`config.mk`:
```
export PLATFORM = sky130hd
export DESIGN_NAME = seq_subtract_divider
export DESIGN_NICKNAME = d
export VERILOG_FILES = /design/src/rtl/seq_subtract_divider.sv
export SDC_FILE = /design/constraint.sdc
export NUM_CORES = 1
export LEC_CHECK = 0
export CORE_ASPECT_RATIO = 0.75
export CORE_UTILIZATION = 42
export DETAILED_ROUTE_END_ITERATION = 12
export GPL_ROUTABILITY_DRIVEN = 1
export PLACE_DENSITY = 0.63
export SLEW_MARGIN = 20
export SYNTH_ARGS = -nofsm -noshare
export SYNTH_HDL_FRONTEND = slang
export SYNTH_SLANG_ARGS = --single-unit
```
`constraint.sdc`:
```
create_clock -name clk -period 7.65 [get_ports clk]
set_input_delay 1.53 -clock clk [delete_from_list [all_inputs] [get_ports clk]]
set_output_delay 1.53 -clock clk [all_outputs]
set_load 0.005 [all_outputs]
```
`src/rtl/seq_subtract_divider.sv`:
```
// Iterative restoring divider: one quotient bit per clock through a single N-bit
// subtract/restore step, with signed/unsigned modes and divide-by-zero/overflow flags.
module seq_subtract_divider #(
    parameter int N = 32
) (
    input  logic         clk,
    input  logic         rst,
    input  logic         start,
    input  logic         signed_op,
    input  logic [N-1:0] A,
    input  logic [N-1:0] B,
    output logic [N-1:0] Q,
    output logic [N-1:0] R,
    output logic         busy,
    output logic         done,
    output logic         DZ,
    output logic         OF
);

    localparam int          CW      = $clog2(N + 1);
    localparam logic [N-1:0] MOST_NEG = {1'b1, {(N-1){1'b0}}};

    typedef enum logic [1:0] {S_IDLE, S_CALC, S_FIX, S_DONE} state_t;

    state_t         r_state;
    state_t         w_next;
    logic [CW-1:0]  r_cnt;
    logic [N-1:0]   r_rem;
    logic [N-1:0]   r_dvd;
    logic [N-1:0]   r_div;
    logic [N-1:0]   r_a;
    logic           r_sign_a;
    logic           r_sign_q;
    logic           r_dz;
    logic           r_of;
    logic [N-1:0]   r_q;
    logic [N-1:0]   r_r;
    logic           r_dz_out;
    logic           r_of_out;

    logic [N-1:0]   w_a_mag;
    logic [N-1:0]   w_b_mag;
    logic           w_b_zero;
    logic [N:0]     w_shift;
    logic           w_ge;
    logic [N-1:0]   w_diff;

    assign w_a_mag  = (signed_op && A[N-1]) ? -A : A;
    assign w_b_mag  = (signed_op && B[N-1]) ? -B : B;
    assign w_b_zero = (B == '0);

    // Trial subtraction on the shifted partial remainder; the compare stands in for
    // the sign bit of an (N+1)-bit difference, and the low N bits are exact when it holds.
    assign w_shift  = {r_rem, r_dvd[N-1]};
    assign w_ge     = (w_shift >= {1'b0, r_div});
    assign w_diff   = w_shift[N-1:0] - r_div;

    always_ff @(posedge clk or posedge rst) begin
        if (rst) r_state <= S_IDLE;
        else     r_state <= w_next;
    end

    always_comb begin
        w_next = r_state;
        case (r_state)
            S_IDLE: if (start) w_next = w_b_zero ? S_FIX : S_CALC;
            S_CALC: if (r_cnt == CW'(1)) w_next = S_FIX;
            S_FIX:  w_next = S_DONE;
            S_DONE: w_next = S_IDLE;
            default: w_next = S_IDLE;
        endcase
    end

    always_comb begin
        busy = (r_state == S_CALC) || (r_state == S_FIX);
        done = (r_state == S_DONE);
    end

    always_ff @(posedge clk or posedge rst) begin
        if (rst) begin
            r_cnt    <= '0;
            r_rem    <= '0;
            r_dvd    <= '0;
            r_div    <= '0;
            r_a      <= '0;
            r_sign_a <= 1'b0;
            r_sign_q <= 1'b0;
            r_dz     <= 1'b0;
            r_of     <= 1'b0;
            r_q      <= '0;
            r_r      <= '0;
            r_dz_out <= 1'b0;
            r_of_out <= 1'b0;
        end else begin
            case (r_state)
                S_IDLE: begin
                    if (start) begin
                        r_cnt    <= CW'(N);
                        r_rem    <= '0;
                        r_dvd    <= w_a_mag;
                        r_div    <= w_b_mag;
                        r_a      <= A;
                        r_sign_a <= signed_op & A[N-1];
                        r_sign_q <= signed_op & (A[N-1] ^ B[N-1]);
                        r_dz     <= w_b_zero;
                        r_of     <= signed_op && (A == MOST_NEG) && (B == '1);
                    end
                end
                S_CALC: begin
                    r_rem <= w_ge ? w_diff : w_shift[N-1:0];
                    r_dvd <= {r_dvd[N-2:0], w_ge};
                    r_cnt <= r_cnt - CW'(1);
                end
                // The most-negative / -1 case falls out naturally: magnitude 2^(N-1)
                // negates back onto itself and the remainder is zero.
                S_FIX: begin
                    if (r_dz) begin
                        r_q      <= '1;
                        r_r      <= r_a;
                        r_dz_out <= 1'b1;
                        r_of_out <= 1'b0;
                    end else begin
                        r_q      <= r_sign_q ? -r_dvd : r_dvd;
                        r_r      <= r_sign_a ? -r_rem : r_rem;
                        r_dz_out <= 1'b0;
                        r_of_out <= r_of;
                    end
                end
                default: ;
            endcase
        end
    end

    assign Q  = r_q;
    assign R  = r_r;
    assign DZ = r_dz_out;
    assign OF = r_of_out;

endmodule

```
==> results.txt, run 1 <==
WP data arrival - 4.66 ns
clk sinks - 206
Net count, final - 1660
starting density of the core - 42.6%
most common cell after layout, fill and taps aside - dfrtp_1
Final Util - 50.4%
Via density - 5.65
synth warn - 0
fraction of layout cells with a size suffix above 1 - 7.25%
# DRC - 0
Clk Latency, worst-skew pair - 0.51 ns
Worst path max stage delay - 0.66 ns
RSZ-0062 raised after global routing - false
Finished Cell Area - 0.0152 mm^2
Area Overhead vs Synth - 18.3%
cts bufs inserted - 23
hold crit path type - reg -> reg
total wire length - 36400 um
WS Path Type - in -> reg
fin crit share - 55.4%
full die area - 0.0313 mm^2
status - finished, final reports clean
mapped cell area - 0.0128 mm^2
cts hold-fix bufs - 0
Placer Congestion - 0.898
Die X - 204 um
skew final - 0.0150 ns
VDD IR max - 198 uV
sequential-to-total area share from yosys stat - 40.1%
DP HPWL - 26600 um
FP Rows - 55
Avg Cell Area, Syn - 8.83 um^2
Ports - 136
Core Area - 0.0301 mm^2
Worst setup SP type - primary input
die height - 153 um
FMAX - 0.236 GHz
Cell Chain, Critical Path - clkdlybuf4s50_1, or4_1, or3_1, nor4_1, nand2b_1, o31ai_1, xnor2_1, nor2_1, o21ai_0
vias in the first global route - 10500
Req. time, crit path - 8.08 ns
global-route wire length before repair - 58400 um
GR Overflow Total - 0
fillers - 2873
CTS tree - built
min cycle time layout - 4.24 ns
initial antenna violation count - 1
Setup Buffers After CTS - 0
Port-buffer cells - 135
cts repair resizes - 0
Final ANT Viol Nets - 0
most frequent cells in the layout - dfrtp_1 (205), o21ai_0 (190), nand2_1 (179)
Setup TNS Final - 0 ns
Pwr per Cell Area - 446 mW/mm^2
ANT cells - 0
Starting DRT DRC Count - 950
final setup vio count - 0
pin count of the biggest net entering global routing - 102
Detailed Routing Iterations Pass 1 - 5
max-slew violations - 0
DR vias - 11100
top layer in use - met5
Yosys reg bits - 206
Main synth FF type - dfrtp_1
Pleak - 6.37 nW
post-detailed-route wirelength per cell - 18.6 um
CP max stage cell - nor4_1
slew margin rel. - 27.5%
Cells after Synth - 1455
Crit path max-delay family - simple AND/OR/NAND/NOR gates
actual slew at the worst max-slew pin - 1.08 ns
async set or reset register ratio after synthesis - 100%
CP Capture Type - flop
placed cell area - 0.0145 mm^2
worst-case clock buffer depth - 3
met3 wire len - 1930 um
Root Buffer - clkbuf_16
Max-Cap Viols - 0
Critical path buffers and inverters - 1
gr usage total - 23.4%
final hold slack - 0.479 ns
Worst-path clk slew - 0.06 ns
Synth cell types - 56
WL met1 - 18400 um
CP max FO - 6
metal2 WL - 15400 um
final hold viol count - 0
Post-synth EDFFs - 0
net count of the mapped netlist - 1567
H-tree depth - 1
-- sequential cells by signal, summed over array words and instances, names as in the netlist --
| name | cells |
|---|---|
| Q | 32 |
| R | 32 |
| r_a | 32 |
| r_div | 32 |
| r_dvd | 32 |
| r_rem | 32 |
| r_cnt | 6 |
| r_state | 2 |
| DZ | 1 |
| OF | 1 |
| r_dz | 1 |
| r_of | 1 |
| r_sign_a | 1 |
| r_sign_q | 1 |
-- metal layers --
| metal | GRT usage (%) | up-vias |
|---|---|---|
| li1 | - | 5316 |
| met1 | 36.0 | 5407 |
| met2 | 33.9 | 300 |
| met3 | 3.69 | 43 |
| met4 | 5.23 | 2 |
| met5 | 0 | - |
-- cell usage after synthesis, drive strengths merged (2+ instances only) --
cell type,instances,area (um^2)
xor2,95,832
a32oi,8,70.1
nand2b,16,108
a2111oi,2,17.5
ha,43,538
a31oi,15,93.8
nor2,100,375
or4,17,143
dfrtp,206,5150
or2,4,25.0
nor2b,7,43.8
nand3b,4,30.0
o22a,2,17.5
o21a,6,45.0
o41ai,15,146
buf,8,30.0
nand4,16,100
a21oi,99,495
xnor2,53,464
o221ai,2,17.5
o21bai,4,30.0
a211oi,3,22.5
nor4,11,68.8
nand3,19,95.1
a21o,14,105
inv,59,221
nor3b,2,15.0
o21ai,190,951
nand2,180,676
mux2,59,664
o31ai,29,228
o22ai,4,25.0
or3,20,125
nor3,17,85.1
clkbuf,66,248
o211ai,3,22.5
o311ai,3,26.3
mux2i,29,290
a21boi,2,15.0
and3,9,56.3
and2,5,31.3
-- metrics by stage --
step                      setup WS (ns)  std cells  power, mW
after global routing               3.18       1958       7.34
after detailed placement           2.94       1922       5.73
after CTS                          3.48       1958       6.79
after floorplan                   0.496       1455       4.51
final                              3.42       1958       6.78
after global placement             3.08       1922       5.65
-- worst min-delay path, delay by kind of cell (launching register included) --
family             cells  cell delay [ns]
DFF                    1             0.34
AOI/OAI and AO/OA      1             0.06
and+or+nand+nor        1             0.04
-- power by group --
part | internal [mW] | leakage, nW | total, mW | switching, mW
Sequential | 1.59 | 2.53 | 2.11 | 0.516
Clock | 0.600 | 0.332 | 1.03 | 0.433
Combinational | 1.63 | 3.52 | 3.64 | 2.01
-- worst paths after layout --
check	start	end	slack (ns)	cells past startpoint
max	A[6]	r_dvd[20]	3.42	9
min	r_div[19]	r_div[19]	0.48	2
max reg2reg	r_dvd[31]	r_rem[28]	3.90	13
min in group asynchronous	rst	Q[21]	1.55	2
max in group asynchronous	rst	r_dz	4.75	3
min reg2reg	r_div[19]	r_div[19]	0.48	2
-- area by class of cell --
class	count	area [um^2]	share of cell area [%]
clock buffers	32	629	4.14
multi-input cells	1116	7230	47.6
clock inverters	4	45.0	0.297
inverters	59	229	1.51
well taps	399	499	3.29
repair buffers	142	1400	9.24
flip-flops and latches	206	5160	33.9
-- logic make-up after synthesis --
logic type                 Yosys count  share of synthesized area, %
xor gates and xnor gates           148                          10.1
and+or+nand+nor                    428                          15.5
muxes                               88                          7.43
DFF                                206                          40.1
buffers and inverters              133                          3.89
AOI/OAI and AO/OA                  408                          18.6
adders and majority gates           44                          4.35
Power figures use the tool's default switching activity.
==> run 2, diff against run 1 <==
- clock period: 7.65 -> 4.34 ns (I/O delays scaled with it)
==> run 2 against run 1 <==
Effect of this change: global-route usage is essentially flat; via count barely moved; utilization rose by 0.46 points; die area is the same; non-clock buffer count up 14; largest power group unchanged; highest routed layer is now met4.
==> results.txt, run 2 (synthesis gave the netlist of run 1 again) <==
hold path depth - 2
# DRC - 0
most frequent cells in the layout - dfrtp_1 (204), o21ai_0 (190), nand2_1 (179)
fraction of layout cells with a size suffix above 1 - 8.19%
Finished Cell Area - 0.0153 mm^2
Setup TNS Final - 0 ns
RSZ-0062 raised after global routing - false
CP Capture Type - flop
total wire length - 36200 um
DR vias - 11100
Area Overhead vs Synth - 19.4%
status - finished, final reports clean
gr usage total - 23.4%
Die X - 204 um
Pwr per Cell Area - 784 mW/mm^2
full die area - 0.0313 mm^2
final hold slack - 0.479 ns
area occupied by multi-input gates - 0.00722 mm^2
global-route wire length before repair - 58600 um
post-detailed-route wirelength per cell - 18.3 um
Setup Buffers After CTS - 0
H-tree depth - 1
DP HPWL - 27100 um
Max-Cap Viols - 0
Via density - 5.60
Cell Chain, Critical Path - ha_1, nor2b_1, o2111a_1, o2111ai_1, nand3_1, a21boi_0, o41ai_1, a211oi_1, xor2_1, o21ai_0
initial antenna violation count - 1
most common cell after layout, fill and taps aside - dfrtp_1
Detailed Routing Iterations Pass 1 - 5
Reg2Reg Depth - 10
FMAX - 0.277 GHz
Worst setup SP type - flop
Core Area - 0.0301 mm^2
cts bufs inserted - 23
worst-case clock buffer depth - 3
CP max stage cell - o41ai_1
pin count of the biggest net entering global routing - 75
placed cell area - 0.0146 mm^2
fin crit share - 83.2%
max-slew violations - 0
min cycle time layout - 3.61 ns
WS Path Type - reg -> reg
Placer Congestion - 0.903
Pleak - 6.45 nW
final setup vio count - 0
starting density of the core - 42.6%
Final Util - 50.9%
vias in the first global route - 10600
FP Rows - 55
VDD IR max - 375 uV
final hold viol count - 0
Net count, final - 1674
fillers - 2820
hold crit path type - reg -> reg
cts repair resizes - 0
Critical path buffers and inverters - 0
Worst-path clk slew - 0.06 ns
Clk Latency, worst-skew pair - 0.51 ns
Req. time, crit path - 4.77 ns
cts hold-fix bufs - 0
Final ANT Viol Nets - 0
clk sinks - 206
actual slew at the worst max-slew pin - 1.05 ns
Root Buffer - clkbuf_16
Crit path max-delay family - compound AO/OA/AOI/OAI gates
slew margin rel. - 29.8%
CTS tree - built
register area - 0.00516 mm^2
Worst path max stage delay - 0.94 ns
Starting DRT DRC Count - 834
CP max FO - 7
die height - 153 um
skew final - 0.00949 ns
Port-buffer cells - 135
GR Overflow Total - 0
Ports - 136
WP data arrival - 4.04 ns
number of cells on the critical path - 10
==> run 2: worst paths after layout <==
path,from,slack [ns],endpoint
max,r_rem[0],0.73,r_rem[31]
min,r_div[8],0.48,r_div[8]
max reg2reg,r_rem[0],0.73,r_rem[31]
min reg2reg,r_div[8],0.48,r_div[8]
max in group asynchronous,rst,2.59,Q[1]
min in group asynchronous,rst,0.90,Q[21]
==> run 2: tightest hold or removal path, delay by kind of cell (launching register included) <==
family	cells	cell delay (ns)
compound gates	1	0.06
flops	1	0.34
simple gates	1	0.04
==> run 2: report_power, final <==
group          internal, mW  switching (mW)  leakage [nW]
logic                  2.90            3.57          3.59
clock network          1.06           0.775         0.338
registers              2.81           0.898          2.52
==> run 2: final cells by class <==
| cell class | count | share of cell area [%] |
|---|---|---|
| tap | 399 | 3.26 |
| clock inverter | 2 | 0.0653 |
| multi-input combinational | 1116 | 47.1 |
| inverter | 59 | 1.47 |
| antenna | 1 | 0.0163 |
| timing repair buffer | 156 | 10.0 |
| clock buffer | 37 | 4.42 |
| sequential | 206 | 33.6 |
==> run 2: routing by layer <==
layer	part of all wire, %	vias to the layer above	track usage, %
met3	5.0	51	3.54
met2	41	277	32.9
met5	0	-	0
li1	-	5351	-
met4	2.6	0	6.09
met1	51	5382	36.6
==> run 2: through the flow <==
step / cells / power [mW] / worst slack [ns]
floorplan: 1455 / 7.96 / 0.800
global placement: 1936 / 10.0 / 0.404
detailed placement: 1936 / 10.1 / 0.362
CTS: 1975 / 12.0 / 0.832
global route: 1975 / 13.0 / 0.535
finish: 1976 / 12.0 / 0.730
